`config.mk`:
```
export PLATFORM = sky130hd
export DESIGN_NAME = stc_abuf_ctrl_flat
export DESIGN_NICKNAME = d
export VERILOG_FILES = /design/src/rtl/stc_abuf_ctrl_pkg.sv /design/src/rtl/stc_abuf_ctrl_if.sv /design/src/rtl/stc_abuf_ctrl_nnz_next_row.sv /design/src/rtl/stc_abuf_ctrl.sv /design/src/flat_wrapper.sv
export SDC_FILE = /design/constraint.sdc
export NUM_CORES = 1
export LEC_CHECK = 0
export CAP_MARGIN = 0
export CORE_AREA = 2 2 424 426
export CTS_BUF_LIST = sky130_fd_sc_hd__clkbuf_16
export CTS_CLUSTER_DIAMETER = 80
export CTS_CLUSTER_SIZE = 40
export DETAILED_ROUTE_END_ITERATION = 7
export DIE_AREA = 0 0 426 428
export PLACE_DENSITY = 0.32
export REMOVE_ABC_BUFFERS = 1
export SYNTH_ARGS = -nofsm -noshare
export SYNTH_HDL_FRONTEND = slang
export SYNTH_SLANG_ARGS = --single-unit
```
`constraint.sdc`:
```
create_clock -name clk -period 10.55 [get_ports clk]
set_clock_uncertainty 0.05 [all_clocks]
set_input_delay 2.11 -clock clk [delete_from_list [all_inputs] [get_ports clk]]
set_output_delay 2.11 -clock clk [all_outputs]
set_load 0.01 [all_outputs]
```
`src/rtl/stc_abuf_ctrl_pkg.sv`:
```
// Shared types and tile geometry for the sparse-A operand buffer sequencer.
// Derived widths follow from the tile geometry so every file agrees on them.
package stc_abuf_pkg;

  localparam int M       = 16;
  localparam int K       = 16;
  localparam int DW_DATA = 16;
  localparam int LANES   = 4;

  localparam int DW_MEM  = K * DW_DATA;
  localparam int DW_COL  = $clog2(M);
  localparam int DW_PTR  = $clog2(M * K);
  localparam int DW_NNZ  = $clog2(K + 1);

  typedef enum logic [1:0] {
    IDLE      = 2'd0,
    LOAD_DATA = 2'd1,
    LOAD_CIDX = 2'd2,
    ISSUE     = 2'd3
  } state_t;

endpackage

```
`src/rtl/stc_abuf_ctrl_if.sv`:
```
// Memory stream, buffer write/read port and issue-group bus of the A-buffer sequencer.
// The master side is the controller; the slave side is memory, buffer and lanes.
interface stc_abuf_ctrl_if;
  import stc_abuf_pkg::*;

  logic                    in_valid;
  logic                    in_ready;
  logic [DW_MEM-1:0]       in_data;
  logic [DW_MEM-1:0]       in_cidx;
  logic [DW_NNZ-1:0]       in_nnz;

  logic                    buf_write_data_en;
  logic                    buf_write_cidx_en;
  logic [DW_MEM-1:0]       buf_data;
  logic [DW_MEM-1:0]       buf_cidx;
  logic [DW_COL-1:0]       buf_idx;
  logic [DW_PTR*LANES-1:0] buf_ptrs;

  logic                    out_valid;
  logic                    out_ready;
  logic [LANES-1:0]        out_lane_valid;
  logic [DW_COL-1:0]       out_row;
  logic                    out_last;

  modport master (
    input  in_valid, in_data, in_cidx, in_nnz, out_ready,
    output in_ready,
    output buf_write_data_en, buf_write_cidx_en, buf_data, buf_cidx, buf_idx, buf_ptrs,
    output out_valid, out_lane_valid, out_row, out_last
  );

  modport slave (
    output in_valid, in_data, in_cidx, in_nnz, out_ready,
    input  in_ready,
    input  buf_write_data_en, buf_write_cidx_en, buf_data, buf_cidx, buf_idx, buf_ptrs,
    input  out_valid, out_lane_valid, out_row, out_last
  );

endinterface

```
`src/rtl/stc_abuf_ctrl_nnz_next_row.sv`:
```
// Priority finder: lowest row index strictly above 'row' whose nonzero count is non-zero.
// 'none' is set when no such row exists; next_row is then 0.
module stc_nnz_next_row
  import stc_abuf_pkg::*;
(
  input  logic [M-1:0][DW_NNZ-1:0] nnz,
  input  logic [DW_COL-1:0]        row,
  output logic [DW_COL-1:0]        next_row,
  output logic                     none
);

  // NOTE: every output gets a default before the search so the block stays combinational (no latch).
  always_comb begin
    next_row = '0;
    none     = 1'b1;
    // Descending scan: the last hit written is the lowest qualifying row.
    for (int i = M - 1; i >= 0; i--) begin
      if (i > int'(row) && nnz[i] != '0) begin
        next_row = DW_COL'(i);
        none     = 1'b0;
      end
    end
  end

endmodule

```
`src/rtl/stc_abuf_ctrl.sv`:
```
// Sparse-A buffer sequencer: loads M value beats and M column-index beats into the
// buffer, then walks stored nonzeros row by row issuing LANES flat pointers per cycle.
module stc_abuf_ctrl
  import stc_abuf_pkg::*;
(
  input  logic            clk,
  input  logic            reset,
  input  logic            start,
  output logic            busy,
  output logic            done,
  stc_abuf_ctrl_if.master bus
);

  state_t                  state, state_nxt;
  logic [DW_COL-1:0]       row_cnt;
  logic [M-1:0][DW_NNZ-1:0] nnz;

  logic                    wr_data_en_q, wr_cidx_en_q;
  logic [DW_MEM-1:0]       buf_data_q, buf_cidx_q;
  logic [DW_COL-1:0]       buf_idx_q;

  logic                    out_valid_q, done_q;
  logic [DW_COL-1:0]       cur_row;
  logic [DW_NNZ-1:0]       cur_off;
  logic [DW_PTR*LANES-1:0] ptrs_q, ld_ptrs;
  logic [LANES-1:0]        mask_q, ld_mask;

  logic                    in_ready, in_fire, out_fire, row_wrap;
  logic [DW_COL-1:0]       search_row, nxt_row;
  logic                    nxt_none;
  logic                    row_end, grp_last;
  logic                    ld_en, tile_end;
  logic [DW_COL-1:0]       ld_row;
  logic [DW_NNZ-1:0]       ld_off;
  logic [DW_NNZ-1:0]       nnz_clamped;

  // Before the first group is loaded the search starts from row 0; row 0 itself is tested separately.
  assign search_row = out_valid_q ? cur_row : '0;

  stc_nnz_next_row u_next_row (
    .nnz      (nnz),
    .row      (search_row),
    .next_row (nxt_row),
    .none     (nxt_none)
  );

  assign in_fire     = bus.in_valid && in_ready;
  assign out_fire    = out_valid_q && bus.out_ready;
  assign row_wrap    = (row_cnt == DW_COL'(M - 1));
  assign row_end     = (int'(cur_off) + LANES) >= int'(nnz[cur_row]);
  assign grp_last    = row_end && nxt_none;
  assign nnz_clamped = (int'(bus.in_nnz) > K) ? DW_NNZ'(K) : bus.in_nnz;

  // Selects the next issue group; groups never cross a row boundary.
  always_comb begin
    ld_en    = 1'b0;
    tile_end = 1'b0;
    ld_row   = cur_row;
    ld_off   = cur_off;
    if (state == ISSUE) begin
      if (!out_valid_q) begin
        if (nnz[0] != '0) begin
          ld_en  = 1'b1;
          ld_row = '0;
          ld_off = '0;
        end else if (!nxt_none) begin
          ld_en  = 1'b1;
          ld_row = nxt_row;
          ld_off = '0;
        end else begin
          tile_end = 1'b1;
        end
      end else if (out_fire) begin
        if (grp_last) begin
          tile_end = 1'b1;
        end else if (!row_end) begin
          ld_en  = 1'b1;
          ld_off = cur_off + DW_NNZ'(LANES);
        end else begin
          ld_en  = 1'b1;
          ld_row = nxt_row;
          ld_off = '0;
        end
      end
    end
  end

  always_comb begin
    ld_ptrs = '0;
    ld_mask = '0;
    for (int j = 0; j < LANES; j++) begin
      ld_ptrs[j*DW_PTR +: DW_PTR] = DW_PTR'(int'(ld_row) * K + int'(ld_off) + j);
      ld_mask[j]                  = (int'(ld_off) + j) < int'(nnz[ld_row]);
    end
  end

  // NOTE: sequential state uses non-blocking assignments so all registers update from pre-edge values.
  always_ff @(posedge clk or negedge reset) begin
    if (!reset) state <= IDLE;
    else        state <= state_nxt;
  end

  always_comb begin
    state_nxt = state;
    unique case (state)
      IDLE:      if (start)                state_nxt = LOAD_DATA;
      LOAD_DATA: if (in_fire && row_wrap) state_nxt = LOAD_CIDX;
      LOAD_CIDX: if (in_fire && row_wrap) state_nxt = ISSUE;
      ISSUE:     if (tile_end)             state_nxt = IDLE;
      default:                             state_nxt = IDLE;
    endcase
  end

  always_comb begin
    in_ready = (state == LOAD_DATA) || (state == LOAD_CIDX);
    busy     = (state != IDLE);
  end

  // NOTE: the nnz array is cleared on reset because the row-skip search reads every entry.
  always_ff @(posedge clk or negedge reset) begin
    if (!reset) begin
      row_cnt      <= '0;
      nnz          <= '0;
      wr_data_en_q <= 1'b0;
      wr_cidx_en_q <= 1'b0;
      buf_data_q   <= '0;
      buf_cidx_q   <= '0;
      buf_idx_q    <= '0;
      out_valid_q  <= 1'b0;
      done_q       <= 1'b0;
      cur_row      <= '0;
      cur_off      <= '0;
      ptrs_q       <= '0;
      mask_q       <= '0;
    end else begin
      wr_data_en_q <= 1'b0;
      wr_cidx_en_q <= 1'b0;
      done_q       <= 1'b0;

      if (state == IDLE && start) row_cnt <= '0;

      if (in_fire) begin
        buf_idx_q <= row_cnt;
        row_cnt   <= row_wrap ? '0 : row_cnt + DW_COL'(1);
        if (state == LOAD_DATA) begin
          wr_data_en_q <= 1'b1;
          buf_data_q   <= bus.in_data;
        end else begin
          wr_cidx_en_q  <= 1'b1;
          buf_cidx_q    <= bus.in_cidx;
          nnz[row_cnt]  <= nnz_clamped;
        end
      end

      if (ld_en) begin
        out_valid_q <= 1'b1;
        cur_row     <= ld_row;
        cur_off     <= ld_off;
        ptrs_q      <= ld_ptrs;
        mask_q      <= ld_mask;
      end

      if (tile_end) begin
        out_valid_q <= 1'b0;
        mask_q      <= '0;
        done_q      <= 1'b1;
      end
    end
  end

  assign done                  = done_q;
  assign bus.in_ready          = in_ready;
  assign bus.buf_write_data_en = wr_data_en_q;
  assign bus.buf_write_cidx_en = wr_cidx_en_q;
  assign bus.buf_data          = buf_data_q;
  assign bus.buf_cidx          = buf_cidx_q;
  assign bus.buf_idx           = buf_idx_q;
  assign bus.buf_ptrs          = ptrs_q;
  assign bus.out_valid         = out_valid_q;
  assign bus.out_lane_valid    = mask_q;
  assign bus.out_row           = cur_row;
  assign bus.out_last          = out_valid_q && grp_last;

endmodule

```
`src/flat_wrapper.sv`:
```
// flat-port wrapper written by rule: the top's interface ports become plain ports
module stc_abuf_ctrl_flat import stc_abuf_pkg::*;
  (clk, reset, start, busy, done, bus_in_valid, bus_in_data, bus_in_cidx, bus_in_nnz, bus_out_ready, bus_in_ready, bus_buf_write_data_en, bus_buf_write_cidx_en, bus_buf_data, bus_buf_cidx, bus_buf_idx, bus_buf_ptrs, bus_out_valid, bus_out_lane_valid, bus_out_row, bus_out_last);
  stc_abuf_ctrl_if bus_i ();
  input  logic clk;
  input  logic reset;
  input  logic start;
  output logic busy;
  output logic done;
  input wire logic [$bits(bus_i.in_valid)-1:0] bus_in_valid;
  input wire logic [$bits(bus_i.in_data)-1:0] bus_in_data;
  input wire logic [$bits(bus_i.in_cidx)-1:0] bus_in_cidx;
  input wire logic [$bits(bus_i.in_nnz)-1:0] bus_in_nnz;
  input wire logic [$bits(bus_i.out_ready)-1:0] bus_out_ready;
  output wire logic [$bits(bus_i.in_ready)-1:0] bus_in_ready;
  output wire logic [$bits(bus_i.buf_write_data_en)-1:0] bus_buf_write_data_en;
  output wire logic [$bits(bus_i.buf_write_cidx_en)-1:0] bus_buf_write_cidx_en;
  output wire logic [$bits(bus_i.buf_data)-1:0] bus_buf_data;
  output wire logic [$bits(bus_i.buf_cidx)-1:0] bus_buf_cidx;
  output wire logic [$bits(bus_i.buf_idx)-1:0] bus_buf_idx;
  output wire logic [$bits(bus_i.buf_ptrs)-1:0] bus_buf_ptrs;
  output wire logic [$bits(bus_i.out_valid)-1:0] bus_out_valid;
  output wire logic [$bits(bus_i.out_lane_valid)-1:0] bus_out_lane_valid;
  output wire logic [$bits(bus_i.out_row)-1:0] bus_out_row;
  output wire logic [$bits(bus_i.out_last)-1:0] bus_out_last;
  assign bus_i.in_valid = bus_in_valid;
  assign bus_i.in_data = bus_in_data;
  assign bus_i.in_cidx = bus_in_cidx;
  assign bus_i.in_nnz = bus_in_nnz;
  assign bus_i.out_ready = bus_out_ready;
  assign bus_in_ready = bus_i.in_ready;
  assign bus_buf_write_data_en = bus_i.buf_write_data_en;
  assign bus_buf_write_cidx_en = bus_i.buf_write_cidx_en;
  assign bus_buf_data = bus_i.buf_data;
  assign bus_buf_cidx = bus_i.buf_cidx;
  assign bus_buf_idx = bus_i.buf_idx;
  assign bus_buf_ptrs = bus_i.buf_ptrs;
  assign bus_out_valid = bus_i.out_valid;
  assign bus_out_lane_valid = bus_i.out_lane_valid;
  assign bus_out_row = bus_i.out_row;
  assign bus_out_last = bus_i.out_last;
  stc_abuf_ctrl u_core (.clk(clk), .reset(reset), .start(start), .busy(busy), .done(done), .bus(bus_i));
endmodule
```
==> reports/metrics.yaml, run 1 <==
status: "completed"
seq_area_frac_synth_pct: 58.9
dr.pass1.iters: 5
clk_path_buf_depth: 3
wire_per_inst_microns: 25.8
critical_path_class: "reg2reg"
synth.avg_cell_area_sq_um: 14.0
power_density_nw_per_um2: 321
worst_ep_required_time_ns: 11.05
setup_tns_ns: 0
yosysWarnings: 0
vdd_ir_drop_max_uv: 187
cts_tree: "yes"
final_area_sq_um: 43300
leakage_nw: 17.3
drive_above_1_share_pct: 25.1
ant_nets: 0
areaGrowthSynthToFinish_pct: 58.0
grt_remaining_overflow: 0
num_rows: 155
start_kind: "register"
yosysUniqueCellTypes: 76
grtUsageTotal_pct: 15.1
dp_hpwl_microns: 111000
routed_wl_microns: 140000
synth-main-ff-cell: "dfrtp_1"
antenna_found_initial: 60
grt_pass1_vias: 22053
synth_common_cells: "645 x dfrtp_1, 591 x mux2_2, 107 x nand2_1, 80 x clkbuf_1, 70 x nor2_1"
routed.top_layer: "met5"
grt_max_degree: 130
worst-path-max-fanout: 41
fin_nets: 3593
root_buffer: "clkbuf_16"
whs_ns: 0.433
core-area_sq_um: 178000
synth_edf_count: 0
grt_pass1_wl_microns: 193000
cts_inserted_buffers: 69
post-route-min-period_ns: 6.93
cpMaxStageDelayCell: "o21ai_0"
ys_ff_latch: 645
synth_top_area_share_pct: 58.9
synthCells: 1961
clk_latency_ns: 0.67
wl_met1_microns: 54000
worst_path_most_repeated_cell: "a21oi_1"
route.vias.total: 20666
drv_slew: 0
cp_slowest_stage_delay_ns: 0.73
yosys-top-cells-area: "dfrtp_1 59%, mux2_2 24%, ha_1 1.7%"
dr_wl_met2_microns: 70700
route.detailed.drc: 0
die_area_sq_um: 182000
hp-class: "reg2reg"
postSynth.asyncResetShare_pct: 100
max_freq_mhz: 144
postCtsHoldBufs: 0
tightestPinTransition_ns: 1.06
io_buffer_count: 1084
placed_cell_area_sq_um: 41000
crit_family: "compound AO/OA/AOI/OAI gates"
hold_viol: 0
worstPathArrival_ns: 7.42
relSlewSlack_pct: 29.1
ctsResizeCount: 0
utilization_pct: 24.4
synth.most_common_cell: "dfrtp_1"
synth_top_area_cell: "dfrtp_1"
path_buf_inv: 3
drv_cap: 0
place_congestion: 0.822
cts_setup_buffers: 0
rsz0062_at_grt: "no"
vias_per_cell: 3.79
drtIter0Drc: 820
finalCritPeriodShare_pct: 65.7
n_fill_cell: 18845
io_pins: 1085
end_kind: "register"
path_clk_slew_ns: 0.05
setup_viol: 0
htree_levels: 3
die_h_microns: 428
dr_wl_met3_microns: 12600
die_x_microns: 426
cts_sinks: 645
synth_area_sq_um: 27400
initial_core_util_pct: 15.4
## metal layers
layer	vias up	global-route usage, %
met5	-	0
met4	44	2.84
met3	190	6.36
met2	732	26.5
met1	10459	16.9
li1	9241	-
## registers in the layout, indices dropped and copies added (netlist names), 2 cells and up
| signal | count |
|---|---|
| u_core.bus.buf_cidx | 256 |
| u_core.bus.buf_data | 256 |
| u_core.bus.buf_idx | 4 |
| u_core.bus.buf_ptrs | 30 |
| u_core.bus.out_lane_valid | 4 |
| u_core.bus.out_row | 4 |
| u_core.nnz | 80 |
| u_core.row_cnt | 4 |
| u_core.state | 2 |
## final timing paths
kind,slack [ns],to,startpoint,cells past startpoint
max in group asynchronous,6.96,u_core.bus.buf_data[62],reset,3
worst min-delay path,0.43,u_core.bus.buf_ptrs[20],u_core.bus.buf_ptrs[20],2
min in group asynchronous,1.39,u_core.bus.buf_cidx[242],reset,1
worst max-delay path,3.62,u_core.bus.out_lane_valid[0],u_core.bus.out_row[0],25
worst max register to register,3.62,u_core.bus.out_lane_valid[0],u_core.bus.out_row[0],25
worst min register to register,0.43,u_core.bus.buf_ptrs[20],u_core.bus.buf_ptrs[20],2
## stage by stage
step           power, mW  cells  worst slack [ns]
6_report            13.9   5451              3.62
5_1_grt             14.8   5445              3.01
4_1_cts             14.2   5443              3.60
3_5_place_dp        11.5   5318              3.52
3_3_place_gp        11.6   5318              3.56
2_1_floorplan       7.83   1854             -5.72
## report_power, final
group          internal, mW  total (mW)  switching (mW)
logic                  3.67        6.95            3.28
registers              3.63        4.36           0.722
clock network          1.32        2.59            1.27
total                  8.62        13.9            5.28
## cells in the final DEF (no fill, tap or decap), types with 5 or more instances in the layout
master | synthesis | routed
o21ai_1 | 10 | 10
a221oi_1 | 9 | 9
xnor2_1 | 18 | 18
a21o_1 | 12 | 12
or4_1 | 11 | 11
nor2_1 | 70 | 69
nor4_1 | 5 | 5
clkinv_8 | 0 | 8
ha_1 | 37 | 37
inv_1 | 27 | 29
a21oi_1 | 39 | 38
nand4_1 | 5 | 5
a31oi_1 | 5 | 5
dfrtp_1 | 645 | 644
mux2_2 | 591 | 591
mux4_2 | 10 | 10
mux2i_1 | 41 | 41
nor2b_1 | 6 | 6
clkinv_4 | 0 | 7
o22ai_1 | 6 | 6
clkinv_2 | 0 | 6
o211ai_1 | 19 | 19
buf_4 | 9 | 21
nand3_1 | 14 | 14
clkbuf_16 | 0 | 70
and2_1 | 9 | 8
inv_6 | 1 | 12
o221ai_1 | 5 | 5
diode_2 | 0 | 8
o31ai_1 | 5 | 5
clkdlybuf4s50_1 | 0 | 1083
clkinvlp_4 | 0 | 9
nand2_1 | 107 | 107
o21ai_0 | 56 | 56
nand2b_1 | 8 | 8
nor3_1 | 15 | 15
## worst register-to-register path, cell delays in order, from the launching register on
cell	delay, ns
dfrtp_2	0.33
buf_4	0.53
mux2_2	0.46
o21ai_0	0.21
a21oi_1	0.11
nor2_1	0.15
nor2_1	0.05
a221oi_1	0.40
ha_1	0.37
a21oi_1	0.21
a21oi_1	0.14
o31ai_1	0.43
nor2_1	0.13
a32oi_4	0.23
buf_4	0.41
inv_6	0.19
mux2_2	0.31
a21oi_1	0.13
o21ai_0	0.07
o21ai_0	0.73
ha_1	0.39
a21o_1	0.16
a21o_1	0.16
a21oi_1	0.17
nand3_1	0.10
o31ai_1	0.19
## cells by family (layout without fill, tap and decap cells)
| logic type | count (synthesis) | count (layout) | share of synthesized area (%) |
|---|---|---|---|
| buffers and inverters | 137 | 1264 | 2.19 |
| and+or+nand+nor | 267 | 267 | 4.62 |
| DFF | 645 | 645 | 58.9 |
| xor gates and xnor gates | 23 | 23 | 0.789 |
| adders and majority gates | 37 | 37 | 1.69 |
| other | 0 | 8 | 0 |
| AOI/OAI and AO/OA | 208 | 208 | 5.14 |
| muxes | 644 | 644 | 26.7 |
## layout make-up
cell class | instances | area, sq um | share of cell area (%)
Clock inverter | 55 | 546 | 1.26
Timing Repair Buffer | 1109 | 11100 | 25.6
Sequential cell | 645 | 16100 | 37.3
Inverter | 30 | 118 | 0.272
Clock buffer | 70 | 1750 | 4.04
Tap cell | 2355 | 2950 | 6.80
Antenna cell | 8 | 20.0 | 0.0462
Multi-Input combinational cell | 1179 | 10700 | 24.7
No activity file was read; power rests on OpenSTA's default activity.
==> inputs of run 2 (changes only) <==
--- a/config.mk
+++ b/config.mk
@@ -12,7 +12,7 @@
 export CTS_CLUSTER_SIZE = 40
 export DETAILED_ROUTE_END_ITERATION = 7
 export DIE_AREA = 0 0 426 428
-export PLACE_DENSITY = 0.32
+export PLACE_DENSITY = 0.33
 export REMOVE_ABC_BUFFERS = 1
 export SYNTH_ARGS = -nofsm -noshare
 export SYNTH_HDL_FRONTEND = slang
==> constraint.sdc (replaced) <==
create_clock -name clk -period 5.7 [get_ports clk]
set_clock_uncertainty 0.05 [all_clocks]
set_input_delay 1.14 -clock clk [delete_from_list [all_inputs] [get_ports clk]]
set_output_delay 1.14 -clock clk [all_outputs]
set_load 0.01 [all_outputs]
==> run 2 against run 1 <==
Non-clock buffer count rose by 113; sequential share of layout area fell by 1.2 points; sequential power rose by 84%; critical path depth did not move; core utilization rose by 0.81 points; worst hold slack got worse by 0.019 ns; final cell count rose by 2.3%; clock power rose by 110%; register-to-register slack got worse by 3.3 ns; combinational power rose by 96%; largest power group unchanged; highest routed layer unchanged.
==> reports/metrics.yaml, run 2 (synthesized netlist as in run 1, its figures left out) <==
status: "completed"
areaGrowthSynthToFinish_pct: 63.2
die_h_microns: 428
path_clk_slew_ns: 0.08
grt_pass1_wl_microns: 194000
setup_viol: 0
power_density_nw_per_um2: 604
cts_tree: "yes"
pwr-share-seq_pct: 29.7
hp-class: "in2async"
cts_inserted_buffers: 71
cp_slowest_stage_delay_ns: 0.48
n_fill_cell: 18857
num_rows: 155
wire_per_inst_microns: 25.4
power_mw: 27.0
layout_common_cells: "1083 x clkdlybuf4s50_1, 643 x dfrtp_1, 591 x mux2_2"
drtIter0Drc: 831
final_area_sq_um: 44800
grt_pass1_vias: 22603
fin_ws_ns: 0.327
utilization_pct: 25.2
worst_ep_required_time_ns: 6.23
cpMaxStageDelayCell: "dfrtp_2"
dr.pass1.iters: 5
dp_hpwl_microns: 113000
hold_viol: 0
htree_levels: 3
cts_sinks: 645
crit_family: "compound AO/OA/AOI/OAI gates"
ant_nets: 0
vdd_ir_drop_max_uv: 290
p_comb_share_pct: 50.4
critical_path_class: "reg2reg"
root_buffer: "clkbuf_16"
vias_per_cell: 3.77
internal-power_mw: 17.0
max_freq_mhz: 186
rsz0062_at_grt: "no"
antenna_found_initial: 54
relSlewSlack_pct: 31.7
core-area_sq_um: 178000
pwr-share-clk_pct: 19.9
clk_latency_ns: 0.72
preCtsSetupSlack_ns: 0.0109
whs_ns: 0.414
finalCritPeriodShare_pct: 94.3
final_common_cell: "clkdlybuf4s50_1"
path_buf_inv: 4
end_kind: "register"
initial_core_util_pct: 15.4
start_kind: "register"
leakage_nw: 18.1
worstPathArrival_ns: 5.90
fin_nets: 3708
die_x_microns: 426
switching_share_pct: 37.2
worst-path-max-fanout: 12
drv_cap: 0
grt_remaining_overflow: 0
drive_above_1_share_pct: 28.5
postCtsHoldBufs: 0
route.detailed.drc: 0
place_congestion: 0.816
power_switching_mw: 10.0
post-route-min-period_ns: 5.37
route.vias.total: 21016
die_area_sq_um: 182000
clk_path_buf_depth: 3
tightestPinTransition_ns: 1.02
grtUsageTotal_pct: 15.2
drv_slew: 0
placed_cell_area_sq_um: 42000
io_buffer_count: 1084
routed_wl_microns: 141000
io_pins: 1085
grt_max_degree: 136
## run 2: cell types whose count changed in the layout (fill, tap and decap cells not counted), sizes merged
cell | before | now
clkinvlp | 9 | 3
bufinv | 2 | 9
clkbuf | 70 | 73
clkinv | 25 | 18
buf | 26 | 139
inv | 49 | 59
diode | 8 | 14
## run 2: final cells by class
type | instances | area [sq um] | area share [%]
inverter | 30 | 120 | 0.268
timing repair buffer | 1222 | 12100 | 27.0
tap | 2355 | 2950 | 6.58
sequential | 645 | 16100 | 36.1
clock buffer | 73 | 1830 | 4.08
antenna | 14 | 35.0 | 0.0783
clock inverter | 59 | 800 | 1.79
multi-input combinational | 1179 | 10800 | 24.1
## run 2: stage by stage
stage / setup TNS [ns] / instances
floorplan: -3315.04 / 1854
global placement: -0.0454 / 5430
detailed placement: 0 / 5430
CTS: 0 / 5562
global route: 0 / 5567
finish: 0 / 5577
## run 2: worst register-to-register path: cells and delay by family, from the launching register on
kind / cells / cell delay [ns]
DFF: 1 / 0.48
AOI/OAI and AO/OA: 13 / 2.64
buffers and inverters: 4 / 0.74
adders and majority gates: 2 / 0.43
muxes: 2 / 0.61
and+or+nand+nor: 4 / 0.35
## run 2: final timing paths
path,start,endpoint,slack [ns],cells past startpoint
hold / removal,reset,u_core.bus.buf_cidx[162],0.41,1
setup reg to reg,u_core.bus.out_row[0],u_core.bus.out_lane_valid[0],0.33,25
max in group asynchronous,reset,u_core.bus.out_row[0],3.91,2
hold reg to reg,u_core.bus.buf_ptrs[26],u_core.bus.buf_ptrs[26],0.43,2
min in group clk,u_core.bus.buf_ptrs[26],u_core.bus.buf_ptrs[26],0.43,2
setup / recovery,u_core.bus.out_row[0],u_core.bus.out_lane_valid[0],0.33,25
## run 2: power by group through the flow
stage | clock network [mW] | logic, mW | registers, mW
after CTS | 5.61 | 13.9 | 8.06
after global routing | 5.76 | 14.5 | 8.32
after global placement | 0 | 13.9 | 8.09
after detailed placement | 0 | 13.8 | 8.09
final | 5.37 | 13.6 | 8.03
after floorplan | 0 | 5.02 | 8.87
## run 2: routing by layer
metal	wire, microns	global-route usage [%]	vias to the layer above
met3	13700	6.64	172
met4	2290	2.95	44
li1	-	-	9446
met5	277	0	-
met2	70200	26.0	721
met1	55000	17.5	10633
## run 2: timing repair
| action | 4_1_cts | 5_1_grt |
|---|---|---|
| endpoints found under the setup margin | 1 | 4 |
| setup buffers | 0 | 1 |
| pin swaps | 0 | 9 |
| hold endpoints to repair | 0 | 0 |
| gates resized for setup | 2 | 28 |
==> inputs of run 3 (changes only) <==
--- a/config.mk
+++ b/config.mk
@@ -12,6 +12,7 @@
 export CTS_CLUSTER_SIZE = 40
 export DETAILED_ROUTE_END_ITERATION = 7
 export DIE_AREA = 0 0 426 428
+export GPL_ROUTABILITY_DRIVEN = 0
 export PLACE_DENSITY = 0.33
 export REMOVE_ABC_BUFFERS = 1
 export SYNTH_ARGS = -nofsm -noshare
==> constraint.sdc (replaced) <==
create_clock -name clk -period 5.7 [get_ports clk]
set_clock_uncertainty 0.05 [all_clocks]
set_input_delay 0.57 -clock clk [delete_from_list [all_inputs] [get_ports clk]]
set_output_delay 0.57 -clock clk [all_outputs]
set_load 0.01 [all_outputs]
==> run 3 against run 2 <==
Critical path depth fell by 2; register-to-register slack got worse by 0.05 ns; sequential cell count did not move; combinational power barely moved; sequential share of layout area rose by 0.31 points; cell area fell by 0.85%; non-clock buffer count fell by 32; final cell count fell by 0.79%; count of clock-buffer cells in the layout fell by 3; die area did not move; critical path type unchanged; critical endpoint is now u_core.bus.out_lane_valid[2]; largest cell class unchanged; largest power group unchanged.
==> reports/metrics.yaml, run 3 (synthesized netlist as in run 1, its figures left out) <==
clk_path_buf_depth: 3
placed_cells: 5390
end_kind: "register"
grt_pass1_wl_microns: 194000
grt_pass1_vias: 22516
wl_met1_microns: 54900
io_pins: 1085
status: "completed"
leakage_nw: 17.9
cpMaxStageDelayCell: "mux4_2"
dr.pass1.iters: 5
path_clk_slew_ns: 0.08
route.detailed.drc: 0
worst-path-max-fanout: 11
grt_max_degree: 142
dr_wl_met2_microns: 70900
worst_path_most_repeated_cell: "buf_4"
drtIter0Drc: 787
drv_slew: 0
dr_wl_met3_microns: 12200
max_freq_mhz: 184
hp-class: "in2async"
core-area_sq_um: 178000
cts_inserted_buffers: 69
layout_common_cells: "1083 x clkdlybuf4s50_1, 644 x dfrtp_1, 591 x mux2_2"
drive_above_1_share_pct: 27.6
num_rows: 155
routed.top_layer: "met5"
vdd_ir_drop_max_uv: 272
setup_viol: 0
setup_tns_ns: 0
cts_tree: "yes"
power_density_nw_per_um2: 602
root_buffer: "clkbuf_16"
ant_nets: 0
post-route-min-period_ns: 5.42
n_fill_cell: 18799
path_buf_inv: 6
start_kind: "register"
dp_hpwl_microns: 112000
cts_sinks: 645
crit_family: "compound AO/OA/AOI/OAI gates"
tightestPinTransition_ns: 1.07
grtUsageTotal_pct: 15.1
routed_wl_microns: 141000
grt_remaining_overflow: 0
finalCritPeriodShare_pct: 95.1
route.vias.total: 20908
worst_ep_required_time_ns: 6.23
fin_nets: 3674
relSlewSlack_pct: 28.6
path_cells: "buf_4 > buf_4 > mux4_2 > a221oi_1 > ha_1 > nor2_1 > a211oi_2 > buf_4 > o31ai_2 > nor2_1 > a32oi_4 > buf_12 > inv_6 > mux2_4 > a21oi_2 > o211ai_1 > o21ai_1 > buf_4 > ha_1 > a21o_1 > a21oi_2 > o311ai_2 > o41ai_2"
areaGrowthSynthToFinish_pct: 61.8
wire_per_inst_microns: 25.4
hold_viol: 0
initial_core_util_pct: 15.4
drv_cap: 0
critical_path_class: "reg2reg"
die_area_sq_um: 182000
htree_levels: 3
die_x_microns: 426
worstPathArrival_ns: 5.95
io_buffer_count: 1084
instances_no_fill: 5533
cp_slowest_stage_delay_ns: 0.53
final_common_cell: "clkdlybuf4s50_1"
clk_latency_ns: 0.69
vias_per_cell: 3.78
die_h_microns: 428
antenna_found_initial: 42
==> run 3: changes by cell type in the layout (fill, tap and decap cells not counted), sizes merged <==
cell | previous run | this run
buf | 139 | 106
bufinv | 9 | 6
clkbuf | 73 | 70
clkinv | 18 | 17
clkinvlp | 3 | 2
diode | 14 | 7
dlygate4sd3 | 0 | 1
inv | 59 | 62
==> run 3: cell type report <==
| class | count | area (sq um) | area share (%) |
|---|---|---|---|
| Sequential cell | 645 | 16100 | 36.4 |
| Timing Repair Buffer | 1190 | 11800 | 26.7 |
| Multi-Input combinational cell | 1179 | 10800 | 24.3 |
| Tap cell | 2355 | 2950 | 6.64 |
| Clock buffer | 70 | 1750 | 3.95 |
| Clock inverter | 57 | 786 | 1.77 |
| Inverter | 30 | 118 | 0.265 |
| Antenna cell | 7 | 17.5 | 0.0395 |
==> run 3: report_power, final <==
part / switching [mW] / total (mW) / internal (mW)
clock: 2.51 / 5.21 / 2.70
sequential: 1.30 / 8.03 / 6.73
combinational: 6.23 / 13.5 / 7.26
==> run 3: final timing paths <==
path                                   startpoint  cells past startpoint                      endpoint  slack [ns]
setup / recovery            u_core.bus.out_row[0]                     23  u_core.bus.out_lane_valid[2]        0.28
hold / removal                              reset                      2       u_core.bus.buf_cidx[60]        0.40
setup reg to reg            u_core.bus.out_row[0]                     23  u_core.bus.out_lane_valid[2]        0.28
hold reg to reg            u_core.bus.buf_ptrs[4]                      2        u_core.bus.buf_ptrs[4]        0.43
max in group asynchronous                   reset                      3       u_core.bus.buf_data[32]        3.74
min in group clk                 bus_in_cidx[160]                      2      u_core.bus.buf_cidx[160]        0.41
==> run 3: routing by layer <==
layer | global-route usage (%) | vias up
met5 | 0 | -
met4 | 2.54 | 40
met3 | 6.17 | 157
met2 | 26.4 | 688
met1 | 17.3 | 10645
li1 | - | 9378
==> run 3: timing repair <==
item / 4_1_cts / 5_1_grt
endpoints found under the hold margin: 65 / 0
pin swaps: 0 / 5
hold buffers: 1 / 0
endpoints found under the setup margin: 1 / 4
setup buffers: 0 / 8
gates resized for setup: 1 / 21
==> run 3: worst reg2reg max path: cells and delay by family (launching register included) <==
kind | cells | cell delay, ns
compound gates | 11 | 2.31
buf+inv | 6 | 0.91
mux | 2 | 0.83
fa+ha+maj | 2 | 0.54
flops | 1 | 0.41
simple gates | 2 | 0.26
==> run 3: metrics by stage <==
stage | hold WS [ns] | cell area (sq um) | power (mW) | setup WS (ns) | util (%)
after global placement | 0.411 | 41700 | 21.9 | 0.109 | 23.5
after CTS | 0.321 | 44200 | 27.2 | 0.00788 | 24.9
after global routing | 0.343 | 44400 | 28.3 | -0.00489 | 25.0
after floorplan | 0.224 | 26900 | 13.9 | -9.29 | -
final | 0.396 | 44400 | 26.7 | 0.278 | 25.0
after detailed placement | 0.416 | 41700 | 21.7 | 0.0161 | 23.5
